$ cat src/rtl/led_ctrl_pkg.sv
// Shared types and helpers for the LED bar pattern controller.
package led_ctrl_pkg;

    // Widest LED bar the helper functions can describe; N_LED must not exceed it.
    localparam int LED_MAX = 32;

    typedef enum logic [1:0] {
        CHASE_L = 2'd0,
        CHASE_R = 2'd1,
        BOUNCE  = 2'd2,
        BLINK   = 2'd3
    } mode_e;

    typedef enum logic [1:0] {
        IDLE  = 2'd0,
        LOAD  = 2'd1,
        RUN   = 2'd2,
        PAUSE = 2'd3
    } state_e;

    typedef enum logic {
        UP   = 1'b0,
        DOWN = 1'b1
    } dir_e;

    // Starting pattern of each mode, LSB-aligned; callers size-cast to N_LED bits.
    function automatic logic [LED_MAX-1:0] init_pattern(input mode_e mode, input int n_led);
        logic [LED_MAX-1:0] p;
        p = '0;
        case (mode)
            CHASE_L: p[0] = 1'b1;
            CHASE_R: p[n_led-1] = 1'b1;
            BOUNCE:  p[0] = 1'b1;
            BLINK: begin
                for (int i = 0; i < LED_MAX; i++) begin
                    if (i < n_led) p[i] = 1'b1;
                end
            end
            default: p = '0;
        endcase
        return p;
    endfunction

    // Mode cycling wraps from BLINK back to CHASE_L.
    function automatic mode_e next_mode(input mode_e mode);
        return mode_e'(mode + 2'd1);
    endfunction

endpackage

$ cat src/rtl/led_step_timer.sv
// Step-rate timer: counts enabled cycles and raises tick when the
// speed-dependent period has elapsed. The period is re-evaluated every cycle,
// so a speed change applies immediately to the running count.
module led_step_timer
    import led_ctrl_pkg::*;
#(
    parameter int BASE_DIV = 25000000,
    parameter int CNT_W    = 32
) (
    input  logic       clk,
    input  logic       rstn,
    input  logic       i_enable,
    input  logic       i_clear,
    input  logic [1:0] i_speed,
    output logic       o_tick
);

    localparam logic [CNT_W-1:0] BASE = CNT_W'(BASE_DIV);

    logic [CNT_W-1:0] r_cnt;
    logic [CNT_W-1:0] w_shift;
    logic [CNT_W-1:0] w_period;
    logic             w_tick;

    // Period = BASE_DIV >> speed, clamped to at least one cycle.
    always_comb begin
        w_shift  = BASE >> i_speed;
        w_period = (w_shift == '0) ? CNT_W'(1) : w_shift;
    end

    // ">=" rather than "==" so a count already past a shortened period ticks at once.
    assign w_tick = i_enable && (r_cnt >= (w_period - CNT_W'(1)));
    assign o_tick = w_tick;

    // Counter: cleared on load, frozen while disabled, restarts after each tick.
    always_ff @(posedge clk or negedge rstn) begin
        if (!rstn) begin
            r_cnt <= '0;
        end else if (i_clear) begin
            r_cnt <= '0;
        end else if (i_enable) begin
            if (w_tick) r_cnt <= '0;
            else        r_cnt <= r_cnt + CNT_W'(1);
        end
    end

endmodule

$ cat src/rtl/led_pattern_ctrl.sv
// LED bar pattern controller: sequences four animation modes at a
// programmable step rate with run/pause control and mode cycling.
// Control handshake: run_i is a level sampled every cycle; mode_next_i is a
// one-cycle pulse acted on in the cycle it is high (no ready/back-pressure).
module led_pattern_ctrl
    import led_ctrl_pkg::*;
#(
    parameter int N_LED    = 10,
    parameter int BASE_DIV = 25000000,
    parameter int CNT_W    = 32
) (
    input  logic             clk,
    input  logic             rstn,
    input  logic             run_i,
    input  logic             mode_next_i,
    input  logic [1:0]       speed_i,
    output logic [N_LED-1:0] led_o,
    output logic [1:0]       mode_o,
    output logic             step_o
);

    state_e           r_state;
    mode_e            r_mode;
    dir_e             r_dir;
    logic [N_LED-1:0] r_led;
    logic             r_step;

    state_e           w_state_nxt;
    mode_e            w_mode_nxt;
    dir_e             w_dir_nxt;
    logic [N_LED-1:0] w_led_nxt;
    logic             w_step_nxt;

    logic [N_LED-1:0] w_init;
    logic [N_LED-1:0] w_step_led;
    dir_e             w_step_dir;
    logic             w_tick;
    logic             w_timer_en;
    logic             w_timer_clr;

    assign w_init = N_LED'(init_pattern(r_mode, N_LED));

    // The counter only advances in cycles whose tick could actually be used;
    // leaving RUN or switching mode freezes it, so a pause resumes mid-count.
    assign w_timer_en  = (r_state == RUN) && run_i && !mode_next_i;
    assign w_timer_clr = (r_state == LOAD);

    led_step_timer #(
        .BASE_DIV (BASE_DIV),
        .CNT_W    (CNT_W)
    ) u_timer (
        .clk      (clk),
        .rstn     (rstn),
        .i_enable (w_timer_en),
        .i_clear  (w_timer_clr),
        .i_speed  (speed_i),
        .o_tick   (w_tick)
    );

    // Next pattern and bounce direction for one animation step of the current mode.
    always_comb begin
        w_step_led = r_led;
        w_step_dir = r_dir;
        case (r_mode)
            CHASE_L: begin
                if (r_led == '0) w_step_led = w_init;
                else             w_step_led = {r_led[N_LED-2:0], r_led[N_LED-1]};
            end
            CHASE_R: begin
                if (r_led == '0) w_step_led = w_init;
                else             w_step_led = {r_led[0], r_led[N_LED-1:1]};
            end
            BOUNCE: begin
                if (r_led == '0) begin
                    w_step_led = w_init;
                    w_step_dir = UP;
                end else if (r_dir == UP) begin
                    if (r_led[N_LED-1]) begin
                        w_step_dir = DOWN;
                        w_step_led = r_led >> 1;
                    end else begin
                        w_step_led = r_led << 1;
                    end
                end else begin
                    if (r_led[0]) begin
                        w_step_dir = UP;
                        w_step_led = r_led << 1;
                    end else begin
                        w_step_led = r_led >> 1;
                    end
                end
            end
            BLINK:   w_step_led = ~r_led;
            default: w_step_led = r_led;
        endcase
    end

    // FSM next state and datapath updates; mode_next_i outranks run_i and ticks.
    always_comb begin
        w_state_nxt = r_state;
        w_mode_nxt  = r_mode;
        w_dir_nxt   = r_dir;
        w_led_nxt   = r_led;
        w_step_nxt  = 1'b0;
        case (r_state)
            IDLE: begin
                w_led_nxt = '0;
                if (mode_next_i)  w_mode_nxt  = next_mode(r_mode);
                else if (run_i)   w_state_nxt = LOAD;
            end
            LOAD: begin
                w_led_nxt = w_init;
                w_dir_nxt = UP;
                if (mode_next_i) begin
                    w_mode_nxt  = next_mode(r_mode);
                    w_state_nxt = LOAD;
                end else begin
                    w_state_nxt = run_i ? RUN : PAUSE;
                end
            end
            RUN: begin
                if (mode_next_i) begin
                    w_mode_nxt  = next_mode(r_mode);
                    w_state_nxt = LOAD;
                end else if (!run_i) begin
                    w_state_nxt = PAUSE;
                end else if (w_tick) begin
                    w_led_nxt  = w_step_led;
                    w_dir_nxt  = w_step_dir;
                    w_step_nxt = 1'b1;
                end
            end
            PAUSE: begin
                if (mode_next_i) begin
                    w_mode_nxt  = next_mode(r_mode);
                    w_state_nxt = LOAD;
                end else if (run_i) begin
                    w_state_nxt = RUN;
                end
            end
            default: w_state_nxt = IDLE;
        endcase
    end

    // State and output registers.
    always_ff @(posedge clk or negedge rstn) begin
        if (!rstn) begin
            r_state <= IDLE;
            r_mode  <= CHASE_L;
            r_dir   <= UP;
            r_led   <= '0;
            r_step  <= 1'b0;
        end else begin
            r_state <= w_state_nxt;
            r_mode  <= w_mode_nxt;
            r_dir   <= w_dir_nxt;
            r_led   <= w_led_nxt;
            r_step  <= w_step_nxt;
        end
    end

    assign led_o  = r_led;
    assign mode_o = r_mode;
    assign step_o = r_step;

endmodule

$ cat config.mk
export PLATFORM = sky130hd
export DESIGN_NAME = led_pattern_ctrl
export DESIGN_NICKNAME = d
export VERILOG_FILES = /design/src/rtl/led_ctrl_pkg.sv /design/src/rtl/led_step_timer.sv /design/src/rtl/led_pattern_ctrl.sv
export SDC_FILE = /design/constraint.sdc
export NUM_CORES = 1
export LEC_CHECK = 0
export ABC_AREA = 1
export BUFFER_PORTS_ARGS = -buffer_cell sky130_fd_sc_hd__buf_2
export CORE_MARGIN = 4
export CORE_UTILIZATION = 48
export DETAILED_ROUTE_END_ITERATION = 10
export GPL_TIMING_DRIVEN = 1
export HOLD_SLACK_MARGIN = 0.12
export PLACE_DENSITY = 0.69
export SLEW_MARGIN = 20
export SYNTH_ARGS = -nofsm -noshare
export SYNTH_HDL_FRONTEND = slang
export SYNTH_HIERARCHICAL = 1
export SYNTH_SLANG_ARGS = --single-unit
$ cat constraint.sdc
create_clock -name clk -period 2.9 [get_ports clk]
set_clock_uncertainty 0.05 [all_clocks]
set_input_delay 0.435 -clock clk [delete_from_list [all_inputs] [get_ports clk]]
set_output_delay 0.435 -clock clk [all_outputs]
set_load 0.01 [all_outputs]
Yosys cells after proc, flatten, opt, wreduce, memory -nomap -nowiden
Index checks and enable logic that the tools add are counted.
- output and inout port bits: 13
- register bits after elaboration: 48
- input port bits: 6
- logic and storage cells: 86
- equal/unequal tests: 15
- bitwise gates (word level): 1
- shift operators: 1
- reductions and logical operators: 17
- add/sub/neg operators: 3
- multiplexer cells: 42
- magnitude comparators: 1
- operator list (kind ; number):
    two-way mux 32 bit ; 4
    two-way mux 10 bit ; 9
    case mux 10 bit (4 select lines) ; 1
    adder 32 x 1 -> 32 bit (second input constant) ; 1
    greater-or-equal comparator 32 bit ; 1
    zero test 32 bit ; 1
    >> shifter 25 x 2 -> 32 bit (first input constant) ; 1
    subtractor 32 x 1 -> 32 bit (second input constant) ; 1
    case mux 10 bit (3 select lines) ; 1
    two-way mux 2 bit ; 9
    two-way mux 1 bit ; 15
    zero test 10 bit ; 1
    NOT 10 bit ; 1
    equality test 2 bit (second input constant) ; 4
    two-way mux 8 bit ; 1
    inequality test 2 bit (second input constant) ; 4
    case mux 2 bit (4 select lines) ; 1
    AND reduction 4 bit ; 2
    inequality test 2 x 1 -> 1 bit (second input constant) ; 3
    inequality test 3 bit (second input constant) ; 2
    AND reduction 5 bit ; 1
    equality test 2 x 1 -> 1 bit (second input constant) ; 2
    zero test 2 bit ; 2
    nonzero test 2 bit ; 2
    other kinds (8) ; 10

Longest topological paths before layout
Gate-level depths: netlist of the first run.
- depth after elaboration: 10
- gate-level depth with buffers: 22
- gate-level depth less buffers: 21

Cells and area by module
Netlist of the first run, hierarchy kept.
- by module, submodules not included (module ; seq. area each (um^2) ; cells each ; area each (um^2) ; times used):
    led_step_timer ; 800.8 ; 501 ; 3034.2 ; 1
    led_pattern_ctrl ; 400.4 ; 202 ; 1422.6 ; 1

Worst setup path after synthesis of the first run
Ideal clock, no wire load.
- path kind: input to register
- start: in speed_i[1]
- end: reg r_led[5], in the netlist led_o[5]
- library setup time: 0.127 ns
- path slack: 0.375 ns
- arrival: 2.348 ns
- required time: 2.723 ns
- cell stages on the path: 20
- buffers on the path: 2
- cell sequence: buf_4 > nor2_1 > inv_1 > ha_1 > nand2_1 > nor2_1 > and2_1 > nand3_1 > nand2_1 > nor2_1 > nand2_2 > nand2_4 > buf_6 > inv_1 > nand2_1 > inv_2 > nor2_4 > nor2_8 > nand2_1 > o21ai_0
- cells in the longest elaborated chain, start to end: 8
- RTL lines (item ; RTL line ; RTL):
    start: declaration ; led_pattern_ctrl.sv:16 ; input logic [1:0] speed_i,
    >> shifter 25 x 2 -> 32 bit (*) ; led_step_timer.sv:27 ; w_shift = BASE >> i_speed;
    zero test 32 bit ; led_step_timer.sv:28 ; w_period = (w_shift == '0) ? CNT_W'(1) : w_shift;
    two-way mux 32 bit (*) ; led_step_timer.sv:28 ;
    subtractor 32 x 1 -> 32 bit (*) ; led_step_timer.sv:32 ; assign w_tick = i_enable && (r_cnt >= (w_period - CNT_W'(1)));
    greater-or-equal comparator 32 bit (*) ; led_step_timer.sv:32 ;
    logical AND 1 bit (*) ; led_step_timer.sv:32 ;
    net w_tick ; led_pattern_ctrl.sv:37 ; logic w_tick;
    inequality test 2 x 1 -> 1 bit (no source line) (*) ; - ;
    AND reduction 4 bit (no source line) (*) ; - ;
    end signal: assignment ; led_pattern_ctrl.sv:157 ; r_led <= w_led_nxt;
    end: declaration ; led_pattern_ctrl.sv:25 ; logic [N_LED-1:0] r_led;
The timed path passes the listed nets; every way through them passes the cells marked *.
A chain may end at the register's enable or synchronous reset.

Final worst setup path of the first run
- start: reg r_state[0]
- end: reg u_timer.r_cnt[17]
- cells in the longest elaborated chain, start to end: 7
- elaborated cells on any way between the ends: 9
- classes of those cells: eq/ne: 2; mux: 3; reduce/logical: 4
- RTL lines (item ; RTL line ; RTL):
    start: declaration ; led_pattern_ctrl.sv:22 ; state_e r_state;
    start signal: assignment ; led_pattern_ctrl.sv:154 ; r_state <= w_state_nxt;
    equality test 2 bit (*) ; led_pattern_ctrl.sv:45 ; assign w_timer_en = (r_state == RUN) && run_i && !mode_next_i;
    logical AND 1 bit (*) (2 in series) ; led_pattern_ctrl.sv:45 ;
    net w_timer_en ; led_pattern_ctrl.sv:38 ; logic w_timer_en;
    logical AND 1 bit ; led_step_timer.sv:32 ;
    two-way mux 32 bit ; led_step_timer.sv:42 ; if (w_tick) r_cnt <= '0;
    two-way mux 32 bit ; led_step_timer.sv:41 ; end else if (i_enable) begin
    two-way mux 32 bit ; led_step_timer.sv:39 ; end else if (i_clear) begin
    end signal: assignment ; led_step_timer.sv:43 ; else r_cnt <= r_cnt + CNT_W'(1);
    end: declaration ; led_step_timer.sv:20 ; logic [CNT_W-1:0] r_cnt;
The timed path passes the listed nets; every way through them passes the cells marked *. The select of a mux whose other input is x is not followed.

==> results of run 1 <==
[power by group]
group	switching [W]	internal (W)
sequential	0.000133	0.000751
clock	0.000231	0.000195
combinational	0.000969	0.000472
total	0.00133	0.00142
[final cells by class]
cell class | count | area, µm² | area share, %
Clock buffer | 8 | 90.1 | 1.91
Timing Repair Buffer | 23 | 128 | 2.70
Inverter | 82 | 310 | 6.57
Tap cell | 108 | 135 | 2.86
Multi-Input combinational cell | 565 | 2860 | 60.5
Sequential cell | 48 | 1200 | 25.4
[worst min-delay path by stage]
stage                 startpoint                 to  slack [ns]  cells past startpoint
4_1_cts                     rstn  u_timer/r_cnt[13]        0.22                      1
6_report                    rstn  u_timer/r_cnt[13]        0.18                      1
3_3_place_gp   u_timer/r_cnt[26]  u_timer/r_cnt[26]        0.48                      2
5_1_grt                     rstn   u_timer/r_cnt[9]        0.25                      1
2_1_floorplan               rstn           led_o[0]        0.09                      0
3_5_place_dp   u_timer/r_cnt[29]  u_timer/r_cnt[29]        0.49                      2
[cells in the mapped netlist, types with 5 or more instances]
master / instances / area, µm²
nor2_2: 5 / 31.3
nand3_1: 33 / 165
inv_1: 73 / 274
nand2_2: 7 / 43.8
o21ai_0: 31 / 155
nor2_1: 82 / 308
inv_2: 8 / 30.0
o21ai_2: 5 / 43.8
nor3_1: 14 / 70.1
nand2_1: 262 / 983
o21ai_1: 9 / 45.0
clkbuf_1: 5 / 18.8
a21oi_1: 38 / 190
ha_1: 35 / 438
dfrtp_1: 48 / 1200
[cells by family after synthesis]
family | Yosys count | share of synthesized area (%)
other | 2 | 0.169
AOI/OAI and AO/OA | 95 | 12.2
and+or+nand+nor | 421 | 40.3
DFF | 48 | 27.0
xor gates and xnor gates | 5 | 0.983
buffers and inverters | 97 | 9.52
adders and majority gates | 35 | 9.83
[through the flow]
step                      hold slack, ns  power (W)
after floorplan                   0.0894    0.00197
after global placement             0.476    0.00230
after detailed placement           0.489    0.00233
after CTS                          0.217    0.00277
after global routing               0.252    0.00302
final                              0.185    0.00275
[metal layers]
layer | track usage (%) | vias up | share of wire [%]
li1 | - | 2273 | -
met1 | 32.7 | 2069 | 47
met2 | 37.0 | 162 | 44
met3 | 3.29 | 11 | 8.3
met4 | 4.08 | 0 | 0.92
met5 | 0 | - | 0
[state kept, by name, summed over array words and instances, names as in the netlist]
name and flops:
led_o 10, mode_o 2, r_dir 1, r_state 2
step_o 1, u_timer/r_cnt 32
==> metrics.csv, run 1 <==
stage,metric,value,unit
logic_synthesis,avgSynthCellArea,6.34,µm²
place,preCtsSetupSlack,0.235,ns
power_and_ir_drop,leakagePower,2.34,nW
place,dp.cells,826,
layout,stdcell_count,834,
global_route,antenna_found_initial,0,
worst_setup_path,worstReg2RegStart,r_state[0],
route,drcViolationCount,0,
route,routed_wl,11800,µm
logic_synthesis,ys_seq_area_share,27.0,%
route,avgViaCountPerCell,5.41,
place,io_buffers,18,
timing,rsz0062_at_grt,false,
floorplan,fp.dieW,104,µm
worst_setup_path,cp.required,3.10,ns
logic_synthesis,synth_cell_type_count,44,
logic_synthesis,syn_inst,703,
layout,fillers,908,
clock_network,cts_buffer_depth,2,
worst_setup_path,r2r_slack,0.49,ns
route,routed-via-count,4515,
timing,setup_tns,0,ns
logic_synthesis,synth-seq-cells,48,
clock_network,htreeDepth,2,
global_route,grt_overflow,0,
layout,mostFrequentLayoutCells,"nand2_1 (262), nor2_1 (81), inv_1 (73)",
global_route,grt_pass1_wl,20500,µm
route,antenna_left,0,
timing,drv_slew,0,
worst_hold_path,hp-class,in -> async,
worst_setup_path,r2r_cells,11,
clock_network,cts_setup_buffers,0,
clock_network,clkLatencyLatePin,0.31,ns
route,drt_pre_antenna_iters,5,
clock_network,clk_pin_slew,0.09,ns
floorplan,start_util,50.1,%
logic_synthesis,dominantRegCellSynth,dfrtp_1,
clock_network,clkSinkCount,48,
worst_setup_path,crit_path_end,u_timer/r_cnt[17],
logic_synthesis,synth-edff-count,0,
floorplan,num_rows,34,
route,first_iter_violations,315,
worst_setup_path,cpLargestDelayFamily,simple AND/OR/NAND/NOR gates,
layout,fin_util,53.1,%
worst_setup_path,end_kind,flop,
timing,timing.final.crit_share,83.1,%
timing,max-slew-margin-rel,42.0,%
clock_network,hold_buffers,0,
power_and_ir_drop,p_per_area,582,nW/µm²
floorplan,io_pins,19,
route,wl_per_cell,14.2,µm
worst_setup_path,crit_type,reg -> reg,
power_and_ir_drop,ir_drop,0.260,mV
layout,final_common_cell,nand2_1,
place,placed_cell_area,4630,µm²
logic_synthesis,async_flop_share,100,%
worst_setup_path,r2r_end,u_timer/r_cnt[17],
floorplan,die-area,10900,µm²
layout,syn_to_final_growth,6.01,%
layout,design.final.nets,766,
worst_setup_path,cp-start-kind,flop,
global_route,grt.total_usage,22.9,%
global_route,grt_max_degree,39,
worst_setup_path,crit_cells,11,
place,hpwlAfterDp,9150,µm
global_route,grt_pass1_vias,4238,
clock_network,cts_tree,built,
outcome,status,finished clean,
worst_setup_path,slowest_stage,dfrtp_1,
worst_setup_path,slowest_delay,0.42,ns
worst_setup_path,crit_chain,inv_1 > ha_1 > inv_4 > nor2_4 > inv_1 > nor2_1 > buf_4 > inv_2 > nor3_1 > nand2_1 > nand2_1,
run,maxCapViolations,0,
logic_synthesis,yosysWarnings,6,
layout,design_area,4720,µm²
timing,tightest_slew,0.871,ns
clock_network,root_buffer,clkbuf_8,
floorplan,core_area,8890,µm²
worst_setup_path,path_max_fanout,19,
worst_setup_path,startpoint,r_state[0],
timing,fin_ws,0.491,ns
floorplan,die_h,104,µm
timing,fmax,0.415,GHz
timing,setup_viol,0,
clock_network,cts_resized,0,
timing,hold_violations,0,
place,globalplace.congestion,0.946,
layout,antenna_cells,0,
timing,min_period,2.41,ns
worst_setup_path,worstPathArrival,2.61,ns
worst_setup_path,critPathBufInv,5,
clock_network,cts_buffers,5,
layout,drive_gt1_share,9.92,%
logic_synthesis,syn_area,4460,µm²
(Power assumes the default switching activity.)
==> inputs of run 2 (changes only) <==
ABC_AREA = 0   (was 1)
PLACE_DENSITY = 0.71   (was 0.69)
clock period = 2.1 ns   (was 2.9 ns; I/O delays follow)
==> metrics.csv, run 2 <==
stage,metric,value,unit,change
worst_setup_path,end_kind,flop,,
logic_synthesis,synth-seq-cells,48,,unchanged
worst_setup_path,r2r_cells,11,,unchanged
global_route,grt_pass1_wl,19600,µm,-4.3%
route,antenna_left,0,,unchanged
logic_synthesis,synth_common_cells,"dfrtp_1 (48), a21oi_1 (42), nand3_1 (38), ha_1 (35), nand2_1 (34)",,
logic_synthesis,synth_top_area_share,30.1,%,+3.1 points
floorplan,core_area,8130,µm²,-8.5%
timing,drv_slew,0,,unchanged
clock_network,root_buffer,clkbuf_8,,
logic_synthesis,syn_inst,479,,-32%
worst_setup_path,r2r_end,led_o[1],,
layout,largest_reg_flops,32,,unchanged
worst_setup_path,startpoint,u_timer/r_cnt[9],,
logic_synthesis,synth-edff-count,0,,unchanged
worst_setup_path,cp-start-kind,flop,,
global_route,grt_pass1_vias,4122,,-2.7%
logic_synthesis,ys_seq_area_share,30.1,%,+3.1 points
floorplan,die-area,9840,µm²,-9.6%
logic_synthesis,async_flop_share,100,%,unchanged
timing,fin_ws,-0.825,ns,-1.32 ns
worst_setup_path,crit_type,reg -> reg,,
floorplan,io_pins,19,,unchanged
layout,fin_util,68.6,%,+15 points
logic_synthesis,syn_area,3990,µm²,-10%
route,first_iter_violations,289,,-8.3%
place,preCtsSetupSlack,-1.15,ns,-1.38 ns
place,hpwlAfterDp,7520,µm,-18%
run,maxCapViolations,0,,unchanged
floorplan,fp.dieW,99.2,µm,-4.9%
place,globalplace.congestion,0.905,,-4.3%
layout,syn_to_final_growth,39.6,%,
route,avgViaCountPerCell,6.17,,+14%
floorplan,die_h,99.2,µm,-4.9%
timing,tightest_slew,0.582,ns,-0.289 ns
layout,fillers,613,,-32%
clock_network,clk_pin_slew,0.10,ns,about the same
worst_setup_path,cp.required,2.26,ns,-0.84 ns
clock_network,clkSinkCount,48,,unchanged
outcome,status,finished with violations,,
timing,hold_violations,0,,unchanged
timing,setup_tns,-26.88,ns,-26.88 ns
worst_setup_path,slowest_delay,0.57,ns,+0.15 ns
global_route,grt_overflow,0,,unchanged
route,drcViolationCount,0,,unchanged
timing,min_period,2.92,ns,+0.515 ns
logic_synthesis,synth.most_common_cell,dfrtp_1,,
layout,drive_gt1_share,35.0,%,+25 points
worst_setup_path,slowest_stage,or4_4,,
layout,top_register,u_timer/r_cnt,,
place,io_buffers,18,,unchanged
timing,rsz0062_at_grt,true,,
power_and_ir_drop,leakagePower,2.52,nW,+7.7%
layout,mostFrequentLayoutCells,"buf_4 (82), dfrtp_1 (47), nand2_1 (31), ha_1 (31)",,
clock_network,clkLatencyLatePin,0.31,ns,about the same
floorplan,start_util,49.1,%,-1.0 points
clock_network,cts_buffers,5,,unchanged
route,wl_per_cell,17.9,µm,+26%
global_route,grt.total_usage,23.8,%,+0.93 points
worst_setup_path,path_max_fanout,5,,-14
power_and_ir_drop,ir_drop,1.21,mV,+370%
worst_setup_path,crit_path_end,led_o[1],,
route,routed-via-count,4261,,-5.6%
logic_synthesis,synth_cell_type_count,62,,+41%
worst_setup_path,crit_chain,ha_1 > nand4_1 > or4_4 > a41oi_4 > nor3_4 > nor2_2 > and4b_2 > nor2_4 > buf_6 > buf_4 > a22o_1,,
logic_synthesis,synth_area_leaders,"dfrtp_1 (30%), ha_1 (11%), a21oi_1 (5.3%), nand3_1 (4.8%), a31oi_1 (3.6%)",,
worst_setup_path,worstPathArrival,3.09,ns,+0.48 ns
clock_network,htreeDepth,2,,unchanged
worst_setup_path,worstReg2RegStart,u_timer/r_cnt[9],,
floorplan,num_rows,33,,-2.9%
worst_hold_path,hp-class,in -> reg,,
route,drt_pre_antenna_iters,5,,unchanged
layout,antenna_cells,0,,unchanged
logic_synthesis,dominantRegCellSynth,dfrtp_1,,
layout,final_common_cell,buf_4,,
power_and_ir_drop,p_per_area,807,nW/µm²,+39%
global_route,antenna_found_initial,0,,unchanged
logic_synthesis,yosysWarnings,6,,unchanged
timing,fmax,0.342,GHz,-18%
outcome,violations,negative setup slack,,
timing,timing.final.crit_share,139,%,+56 points
timing,max-slew-margin-rel,61.2,%,+19 points
timing,setup_viol,44,,+44
route,routed_wl,12400,µm,+4.4%
clock_network,cts_tree,built,,
layout,design.final.nets,626,,-18%
clock_network,cts_buffer_depth,2,,unchanged
global_route,grt_max_degree,52,,+33%
logic_synthesis,avgSynthCellArea,8.34,µm²,+32%
logic_synthesis,synth_top_cell_by_area,dfrtp_1,,
worst_setup_path,r2r_slack,-0.82,ns,-1.32 ns
[run 2: cell count changes after synthesis, moves of 11 or more]
cell and delta:
nand2b_1 +17, inv_1 -55, o21ai_0 -11, nor2b_1 +18, a31oi_1 +23, and3_1 +15
nor2_1 -59, clkbuf_1 +12, nand2_1 -228
[run 2: critical path: cells and delay by family (launching register included)]
kind	cells	cell delay, ns
adder cells (fa/ha/maj)	1	0.34
buffers and inverters	2	0.26
AND/OR/NAND/NOR	6	1.31
AO/OA/AOI/OAI	2	0.43
flip-flops	1	0.43
[run 2: per-stage QoR]
step	power (W)	std cells	instance area (µm²)	hold WS (ns)
finish	0.00450	691	5580	0.291
global route	0.00479	691	5580	0.315
CTS	0.00430	680	5170	0.288
detailed placement	0.00346	662	4780	0.281
global placement	0.00342	662	4780	0.279
floorplan	0.00269	486	4100	-0.0306
[run 2: worst min-delay path by stage]
stage	start	endpoint	slack (ns)	depth (start not counted)
floorplan	rstn	led_o[0]	-0.03	0
global placement	rstn	u_timer/r_cnt[23]	0.28	2
detailed placement	rstn	u_timer/r_cnt[23]	0.28	2
CTS	mode_next_i	r_state[1]	0.29	3
global route	mode_next_i	r_state[1]	0.32	3
finish	mode_next_i	r_state[1]	0.29	3
[run 2: layout make-up]
cell class	count	area (µm²)	share of cell area (%)
sequential	48	1200	21.6
inverter	18	67.6	1.21
timing repair buffer	117	996	17.9
clock buffer	6	82.6	1.48
clock inverter	2	38.8	0.696
multi-input combinational	395	3060	54.8
tap	105	131	2.36
[run 2: layer usage]
metal | part of all wire (%) | vias to the layer above | global-route usage [%] | routed length [µm]
met1 | 42 | 2052 | 31.8 | 5210
met4 | 2.5 | 0 | 7.46 | 306
li1 | - | 1995 | - | -
met5 | 0 | - | 0 | 0
met3 | 6.2 | 30 | 4.07 | 772
met2 | 49 | 184 | 39.4 | 6070
[run 2: report_power, final]
part,switching [W],leakage [nW],internal [W]
clock network,0.000360,0.0614,0.000390
logic,0.00155,1.80,0.00108
registers,0.0000883,0.659,0.00103
[run 2: cell families (layout without fill, tap and decap cells)]
| group | Yosys count | in the layout | share of synthesized area [%] |
|---|---|---|---|
| AOI/OAI and AO/OA | 136 | 136 | 22.4 |
| DFF | 48 | 48 | 30.1 |
| and+or+nand+nor | 206 | 206 | 29.4 |
| other | 2 | 9 | 0.188 |
| muxes | 3 | 3 | 0.815 |
| adders and majority gates | 35 | 35 | 11.0 |
| buffers and inverters | 43 | 143 | 4.92 |
| xor gates and xnor gates | 6 | 6 | 1.32 |
[run 2: timing repair]
item                                    in CTS  in global routing
hold buffers                                 1                  0
endpoints found under the setup margin      44                 44
setup buffers                                8                 12
endpoints found under the hold margin       48                  0
pin swaps                                   18                 37
cloned                                       1                  1
resized for setup                           33                 66
